--- src/rtl/avalon_master.sv ---
// Host-side initiator for the 2-bit-address register bus: buffers valid/ready
// commands in a small FIFO, issues them one at a time and returns read responses.
module avalon_master #(
    parameter int DATA_W     = 32,
    parameter int ADDR_W     = 2,
    parameter int FIFO_DEPTH = 4,
    parameter int TIMEOUT    = 15
) (
    input  logic              clk,
    input  logic              reset,
    input  logic              cmd_valid,
    output logic              cmd_ready,
    input  logic              cmd_write,
    input  logic [ADDR_W-1:0] cmd_address,
    input  logic [DATA_W-1:0] cmd_data,
    output logic              rsp_valid,
    input  logic              rsp_ready,
    output logic [DATA_W-1:0] rsp_data,
    output logic              rsp_error,
    output logic              bus_read,
    output logic              bus_write,
    output logic [ADDR_W-1:0] bus_address,
    output logic [DATA_W-1:0] bus_wdata,
    input  logic              bus_read_valid,
    input  logic [DATA_W-1:0] bus_rdata,
    input  logic              bus_irq,
    output logic              irq_rise,
    output logic              busy
);
    localparam int PTR_W = $clog2(FIFO_DEPTH);
    localparam int CNT_W = $clog2(TIMEOUT + 1);

    typedef enum logic [2:0] {IDLE, ISSUE_WR, ISSUE_RD, WAIT_RD, RESP} state_t;

    typedef struct packed {
        logic              write;
        logic [ADDR_W-1:0] address;
        logic [DATA_W-1:0] data;
    } cmd_t;

    cmd_t             fifo_mem [FIFO_DEPTH];
    logic [PTR_W:0]   wr_ptr;
    logic [PTR_W:0]   rd_ptr;
    logic             full;
    logic             empty;
    logic             push;
    logic             pop;
    cmd_t             head;
    state_t           state;
    state_t           state_d;
    logic [CNT_W-1:0] cnt;
    logic             cnt_done;
    logic             irq_prev;

    // The extra pointer bit tells a full FIFO from an empty one.
    assign empty     = (wr_ptr == rd_ptr);
    assign full      = (wr_ptr[PTR_W] != rd_ptr[PTR_W]) &&
                       (wr_ptr[PTR_W-1:0] == rd_ptr[PTR_W-1:0]);
    assign cmd_ready = !full && !reset;
    assign push      = cmd_valid && cmd_ready;
    assign pop       = (state == IDLE) && !empty;
    assign head      = fifo_mem[rd_ptr[PTR_W-1:0]];
    assign cnt_done  = (cnt == CNT_W'(TIMEOUT - 1));
    assign busy      = !empty || (state != IDLE);

    // NOTE: FIFO storage has no reset; the pointers alone decide which entries are live.
    always_ff @(posedge clk) begin
        if (push) begin
            fifo_mem[wr_ptr[PTR_W-1:0]] <= '{write: cmd_write, address: cmd_address, data: cmd_data};
        end
    end

    always_ff @(posedge clk) begin
        if (reset) begin
            wr_ptr <= '0;
            rd_ptr <= '0;
            state  <= IDLE;
        end else begin
            if (push) wr_ptr <= wr_ptr + 1'b1;
            if (pop)  rd_ptr <= rd_ptr + 1'b1;
            state <= state_d;
        end
    end

    // NOTE: state_d gets its default first so no path through the case infers a latch.
    always_comb begin
        state_d = state;
        unique case (state)
            IDLE:     if (!empty) state_d = head.write ? ISSUE_WR : ISSUE_RD;
            ISSUE_WR: state_d = IDLE;
            ISSUE_RD: state_d = WAIT_RD;
            WAIT_RD:  if (bus_read_valid || cnt_done) state_d = RESP;
            RESP:     if (rsp_ready) state_d = IDLE;
            default:  state_d = IDLE;
        endcase
    end

    // Strobes and rsp_valid are registered copies of the next state.
    always_ff @(posedge clk) begin
        if (reset) begin
            bus_read    <= 1'b0;
            bus_write   <= 1'b0;
            bus_address <= '0;
            bus_wdata   <= '0;
            rsp_valid   <= 1'b0;
            rsp_data    <= '0;
            rsp_error   <= 1'b0;
            cnt         <= '0;
            irq_prev    <= 1'b0;
            irq_rise    <= 1'b0;
        end else begin
            bus_write <= (state_d == ISSUE_WR);
            bus_read  <= (state_d == ISSUE_RD);
            rsp_valid <= (state_d == RESP);
            irq_prev  <= bus_irq;
            irq_rise  <= bus_irq && !irq_prev;
            if (pop) begin
                bus_address <= head.address;
                if (head.write) bus_wdata <= head.data;
            end
            if (state == ISSUE_RD) begin
                cnt <= '0;
            end else if (state == WAIT_RD) begin
                if (bus_read_valid) begin
                    rsp_data  <= bus_rdata;
                    rsp_error <= 1'b0;
                end else if (cnt_done) begin
                    rsp_data  <= '0;
                    rsp_error <= 1'b1;
                end else begin
                    cnt <= cnt + 1'b1;
                end
            end
        end
    end

endmodule

--- config.mk ---
export PLATFORM = sky130hd
export DESIGN_NAME = avalon_master
export DESIGN_NICKNAME = d
export VERILOG_FILES = /design/src/rtl/avalon_master.sv
export SDC_FILE = /design/constraint.sdc
export NUM_CORES = 1
export LEC_CHECK = 0
export CORE_UTILIZATION = 52
export DETAILED_ROUTE_END_ITERATION = 8
export GPL_TIMING_DRIVEN = 0
export HOLD_SLACK_MARGIN = 0.05
export PLACE_DENSITY = 0.82
export SYNTH_ARGS = -nofsm -noshare
export SYNTH_HDL_FRONTEND = slang
export SYNTH_SLANG_ARGS = --single-unit
--- constraint.sdc ---
create_clock -name clk -period 2.8 [get_ports clk]
set_input_delay 0.56 -clock clk [delete_from_list [all_inputs] [get_ports clk]]
set_output_delay 0.56 -clock clk [all_outputs]
set_load 0.02 [all_outputs]
; ---- Word-level counts from Yosys, hierarchy flattened
; Memory sizes are Yosys's and may differ from the RTL's. A register that Yosys moved wholly into a read port is not among the register bits.
; Index checks and enable logic that the tools add are counted.
; Widths: inputs -> output; s select.
[classes]
add_sub_neg = 3
eq_ne = 10
n_mux = 13
bitwise_logic = 3
n_reduce_logical = 18
[ops]
columns = cell, n
row1 = $mux 32, 2
row2 = $pmux 3 s4, 1
row3 = $eq 3x2->1 const B, 3
row4 = $mux 3, 3
row5 = $add 3x1->3 const B, 2
row6 = $eq 3x3->1 const B, 2
row7 = $mux 2, 3
row8 = $reduce_and 3->1, 2
row9 = $logic_and 1x1->1, 5
row10 = $add 4x1->4 const B, 1
row11 = $eq 4x4->1 const B, 1
row12 = $logic_not 1->1, 4
row13 = $mux 1, 4
row14 = $eq 3x1->1 const B, 1
row15 = $eq 3x3->1, 1
row16 = $logic_not 3->1, 1
row17 = $not 1->1, 3
row18 = $reduce_bool 3->1, 1
row19 = $eq 2x2->1, 1
row20 = $logic_or 1x1->1, 2
row21 = $reduce_and 2->1, 1
row22 = $reduce_bool 2->1, 1
row23 = $reduce_or 2->1, 1
row24 = $ne 1x1->1, 1
[word_totals]
ff_bits = 85
mem_bits_rw = 140
in_bits = 73
word_cells = 61
mem_count = 1
[mem_list]
columns = memory, depth, width, rd, rd_clocked_by_memory_dff, wr, line_no
row1 = fifo_mem, 4, 35, 1, 1, 1, 41  ; cmd_t fifo_mem [FIFO_DEPTH];

; ---- Longest topological paths before layout
[depth]
depth_word = 7
mapped_depth = 7
ltp_nobuf = 6

; ---- Worst setup path before layout
; Ideal clock, no wire load.
[synth_path]
path_type = reg2reg
from = register wr_ptr[1]
to = memory fifo_mem[0][0] (netlist bit), enable pin
setup_time_ns = 0.396
arrival_ns = 2.034
path_slack_ns = 0.370
path_stages_with_launch = 5
n_path_buf = 0
synth_period_minus_slack_ns = 2.430
path_cell_list = dfxtp_1 xor2_2 o31ai_1 nor2_1 and2_1
[synth_via]
elab_chain_len = 7
[synth_lines]
columns = element, line_no
row1 = from (decl), 42  ; logic [PTR_W:0] wr_ptr;
row2 = from (signal assigned), 79  ; if (push) wr_ptr <= wr_ptr + 1'b1;
row3 = $eq 2x2->1, 58  ; (wr_ptr[PTR_W-1:0] == rd_ptr[PTR_W-1:0]);
row4 = $logic_and 1x1->1, 57  ; assign full = (wr_ptr[PTR_W] != rd_ptr[PTR_W]) &&
row5 = $logic_not 1->1, 59  ; assign cmd_ready = !full && !reset;
row6 = $logic_and 1x1->1, 59
row7 = $logic_and 1x1->1, 60  ; assign push = cmd_valid && cmd_ready;
row8 = $mux 1, 68  ; if (push) begin
row9 = $mux 1 (not written as such), 69  ; fifo_mem[wr_ptr[PTR_W-1:0]] <= '{write: cmd_write, address: cmd_address, data: cmd_data};
row10 = to (decl), 41
; Several ways; a longest one is shown, not always the timed one.

; ---- Worst setup path after layout
[layout_path]
from = input reset
to = output cmd_ready
[layout_via]
elab_chain_len = 2
[layout_lines]
columns = element, line_no
row1 = from (decl), 10  ; input logic reset,
row2 = $logic_not 1->1, 59
row3 = $logic_and 1x1->1, 59
row4 = to (decl), 12  ; output logic cmd_ready,
; No other way between the ends.

==> metrics.yaml <==
synthesis:
  synth_seq_area_share_pct: 72.0
  synth_seq_cells: 227
  syn_area_per_cell_sq_um: 15.5
  synth_area_sq_um: 8260
  syn-num-nets: 613
  synth_warnings: 0
  ys_types: 36
  synthCells: 533
worst_setup_path:
  startpoint_type: "input pin"
  path_max_fanout: 19
  r2r_cells: 5
  rr_startpoint: "wr_ptr[1]$_SDFFE_PP0N_"
  cp_data_arrival_time_ps: 2150
  cp-end-kind: "output port"
  rr_endpoint: "fifo_mem[0][25]$_DFFE_PP_"
  worstSetupPathType: "in2out"
  required_ps: 2240
  rrSetupSlack_ps: 560
sta:
  final_hold_viol_count: 0
  slew_viol_final: 0
  final.setup_skew_ps: 30.5
  worstMarginPinSlew_ps: 661
  period_needed_ps: 2710
  relSlewSlack_pct: 55.9
  setup_violations: 0
  fin_tns_setup_ps: 0
  rsz0062_at_grt: "false"
  period_share_pct: 96.9
  clock.fmax_mhz: 369
die:
  start_util_pct: 53.7
  die_h_um: 128
  num_io_pins: 146
  dieArea_sq_um: 16400
  row_count: 45
  fp.coreArea_sq_um: 15400
  die_x_um: 128
run_status:
  status: "complete, no violations"
power:
  seqPwrFrac_pct: 41.8
  p_comb_share_pct: 24.8
  leakagePower_nw: 3.68
  pwr-share-clk_pct: 33.4
  internal_power_w: 0.00695
  power_density_nw_per_um2: 885
  irDropWorstVdd_uv: 922
  switchingPower_w: 0.00270
  switching_share_pct: 28.0
route:
  wl_per_cell_um: 18.9
  dr.pass1.iters: 5
  vias_per_cell: 5.47
  drt-initial-drc-count: 338
  ant_nets: 0
  vias: 5130
  remaining_drc_errors: 0
  routed_wl_mm: 17.8
finish:
  stdcell_area_sq_um: 10900
  syn_to_final_growth_pct: 32.0
  diodes: 0
  nets: 789
  post-route-util_pct: 70.9
  mostFrequentLayoutCell: "clkdlybuf4s50_1"
  layout.cells.most_common_list: "145 x clkdlybuf4s50_1, 140 x edfxtp_1, 87 x dfxtp_1"
  layout-drive-gt1-share_pct: 13.9
global_route:
  grt_pass1_vias: 5428
  grt_max_degree: 34
  antenna_found_initial: 0
  grtUsageTotal_pct: 22.3
  grt_pass1_wl_mm: 27.7
  grt-ovfl-total: 0
clocking:
  cts.sinks: 227
  cts_max_level: 1
  clk_pin_slew_ps: 60
  insertion_delay_ps: 530
  clockRootBuffer: "clkbuf_16"
  postCtsHoldBufs: 0
  cts_max_path_buffers: 3
  cts_tree: "done"
  cts_buffers: 23
flow_run:
  drv_cap: 0
min_path:
  hold_end: "irq_rise$_SDFF_PP0_"
  hold_path_depth: 1
  hp-class: "reg2reg"
  hold_start: "irq_prev$_SDFF_PP0_"
placed_design:
  gp_congestion: 0.742
  portBuffers: 145
  dp_hpwl_mm: 11.1
  place_area_sq_um: 10100
==> cell families after synthesis <==
family / share of synthesized area (%)
AO/OA/AOI/OAI: 6.52
flip-flops: 72.0
adder cells (fa/ha/maj): 1.06
AND/OR/NAND/NOR: 6.77
XOR/XNOR: 1.44
multiplexers: 10.0
buffers and inverters: 2.18
==> repair_timing <==
item / 4_1_cts / 5_1_grt
setup buffers: 0 / 3
pin swaps: 0 / 2
gates cloned: 0 / 0
setup endpoints to repair: 1 / 2
gates resized for setup: 2 / 1
==> worst max-delay path, stage by stage <==
cell,delay (ps)
clkdlybuf4s50_1,420
clkbuf_2,320
nor2_1,200
clkdlybuf4s50_1,640
==> worst max-delay path by stage <==
stage / slack, ps / from / end / depth (start not counted)
after global placement: -650 / reset / fifo_mem[1][17]$_DFFE_PP_ / 4
final: 90 / reset / cmd_ready / 4
after detailed placement: -420 / reset / cmd_ready / 5
after CTS: 30 / wr_ptr[1]$_SDFFE_PP0N_ / cmd_ready / 4
after global routing: 4 / reset / cmd_ready / 4
after floorplan: 370 / wr_ptr[1]$_SDFFE_PP0N_ / fifo_mem[0][0]$_DFFE_PP_ / 4
==> sequential cells by signal, summed over array words and instances (netlist names), named ones only <==
register / cells
fifo_mem: 140
bus_wdata: 32
rsp_data: 32
cnt: 4
rd_ptr: 3
state: 3
wr_ptr: 3
bus_address: 2
bus_read: 1
bus_write: 1
irq_prev: 1
irq_rise: 1
rsp_error: 1
rsp_valid: 1
==> power groups by stage <==
stage	clock (W)	sequential [W]	combinational (W)
floorplan	0	0.00428	0.00123
global placement	0	0.00407	0.00228
detailed placement	0	0.00408	0.00234
CTS	0.00327	0.00403	0.00238
global route	0.00338	0.00407	0.00257
finish	0.00323	0.00403	0.00239
==> through the flow <==
stage,instances,setup slack (ps),hold WS (ps),total power (W)
floorplan,533,370,367,0.00551
global placement,889,-654,372,0.00636
detailed placement,893,-424,374,0.00642
CTS,934,28.5,383,0.00967
global route,937,3.87,399,0.0100
finish,937,87.3,382,0.00965
==> cells in the mapped netlist <==
cell | n | area [sq um]
edfxtp_1 | 140 | 4200
dfxtp_1 | 87 | 1740
nand2_1 | 66 | 248
nor2_1 | 50 | 188
a21oi_1 | 36 | 180
mux4_2 | 35 | 788
a22oi_1 | 32 | 240
clkbuf_1 | 17 | 63.8
buf_2 | 8 | 40.0
ha_1 | 7 | 87.6
inv_1 | 5 | 18.8
xnor2_1 | 5 | 43.8
and2_1 | 4 | 25.0
buf_6 | 4 | 45.0
mux2i_1 | 4 | 40.0
and3_1 | 3 | 18.8
nor2b_1 | 3 | 18.8
xor2_1 | 3 | 26.3
xor2_2 | 3 | 48.8
a211oi_1 | 2 | 15.0
and4_1 | 2 | 17.5
nor3_1 | 2 | 10.0
o311ai_0 | 2 | 17.5
a21o_1 | 1 | 7.51
a31oi_1 | 1 | 6.26
buf_4 | 1 | 7.51
clkbuf_2 | 1 | 5.00
nand3b_1 | 1 | 7.51
nor3_2 | 1 | 10.0
o21ai_0 | 1 | 5.00
o311a_2 | 1 | 11.3
o311ai_4 | 1 | 26.3
o31ai_1 | 1 | 7.51
o31ai_4 | 1 | 21.3
or2_1 | 1 | 6.26
or4b_2 | 1 | 10.0
==> area by class of cell <==
class,count,area (sq um)
sequential,227,5950
tap,211,264
timing repair buffer,152,1550
buffer,30,159
fill,952,4470
clock inverter,14,206
clock buffer,28,594
inverter,5,18.8
multi-input combinational,270,2160
==> layer usage <==
metal	up-vias	share of wire (%)	global-route usage, %
met3	47	8.3	5.84
met2	231	50	39.8
li1	2336	-	-
met5	-	0	0
met4	0	3.4	8.51
met1	2516	38	25.8
(Power assumes the default switching activity.)
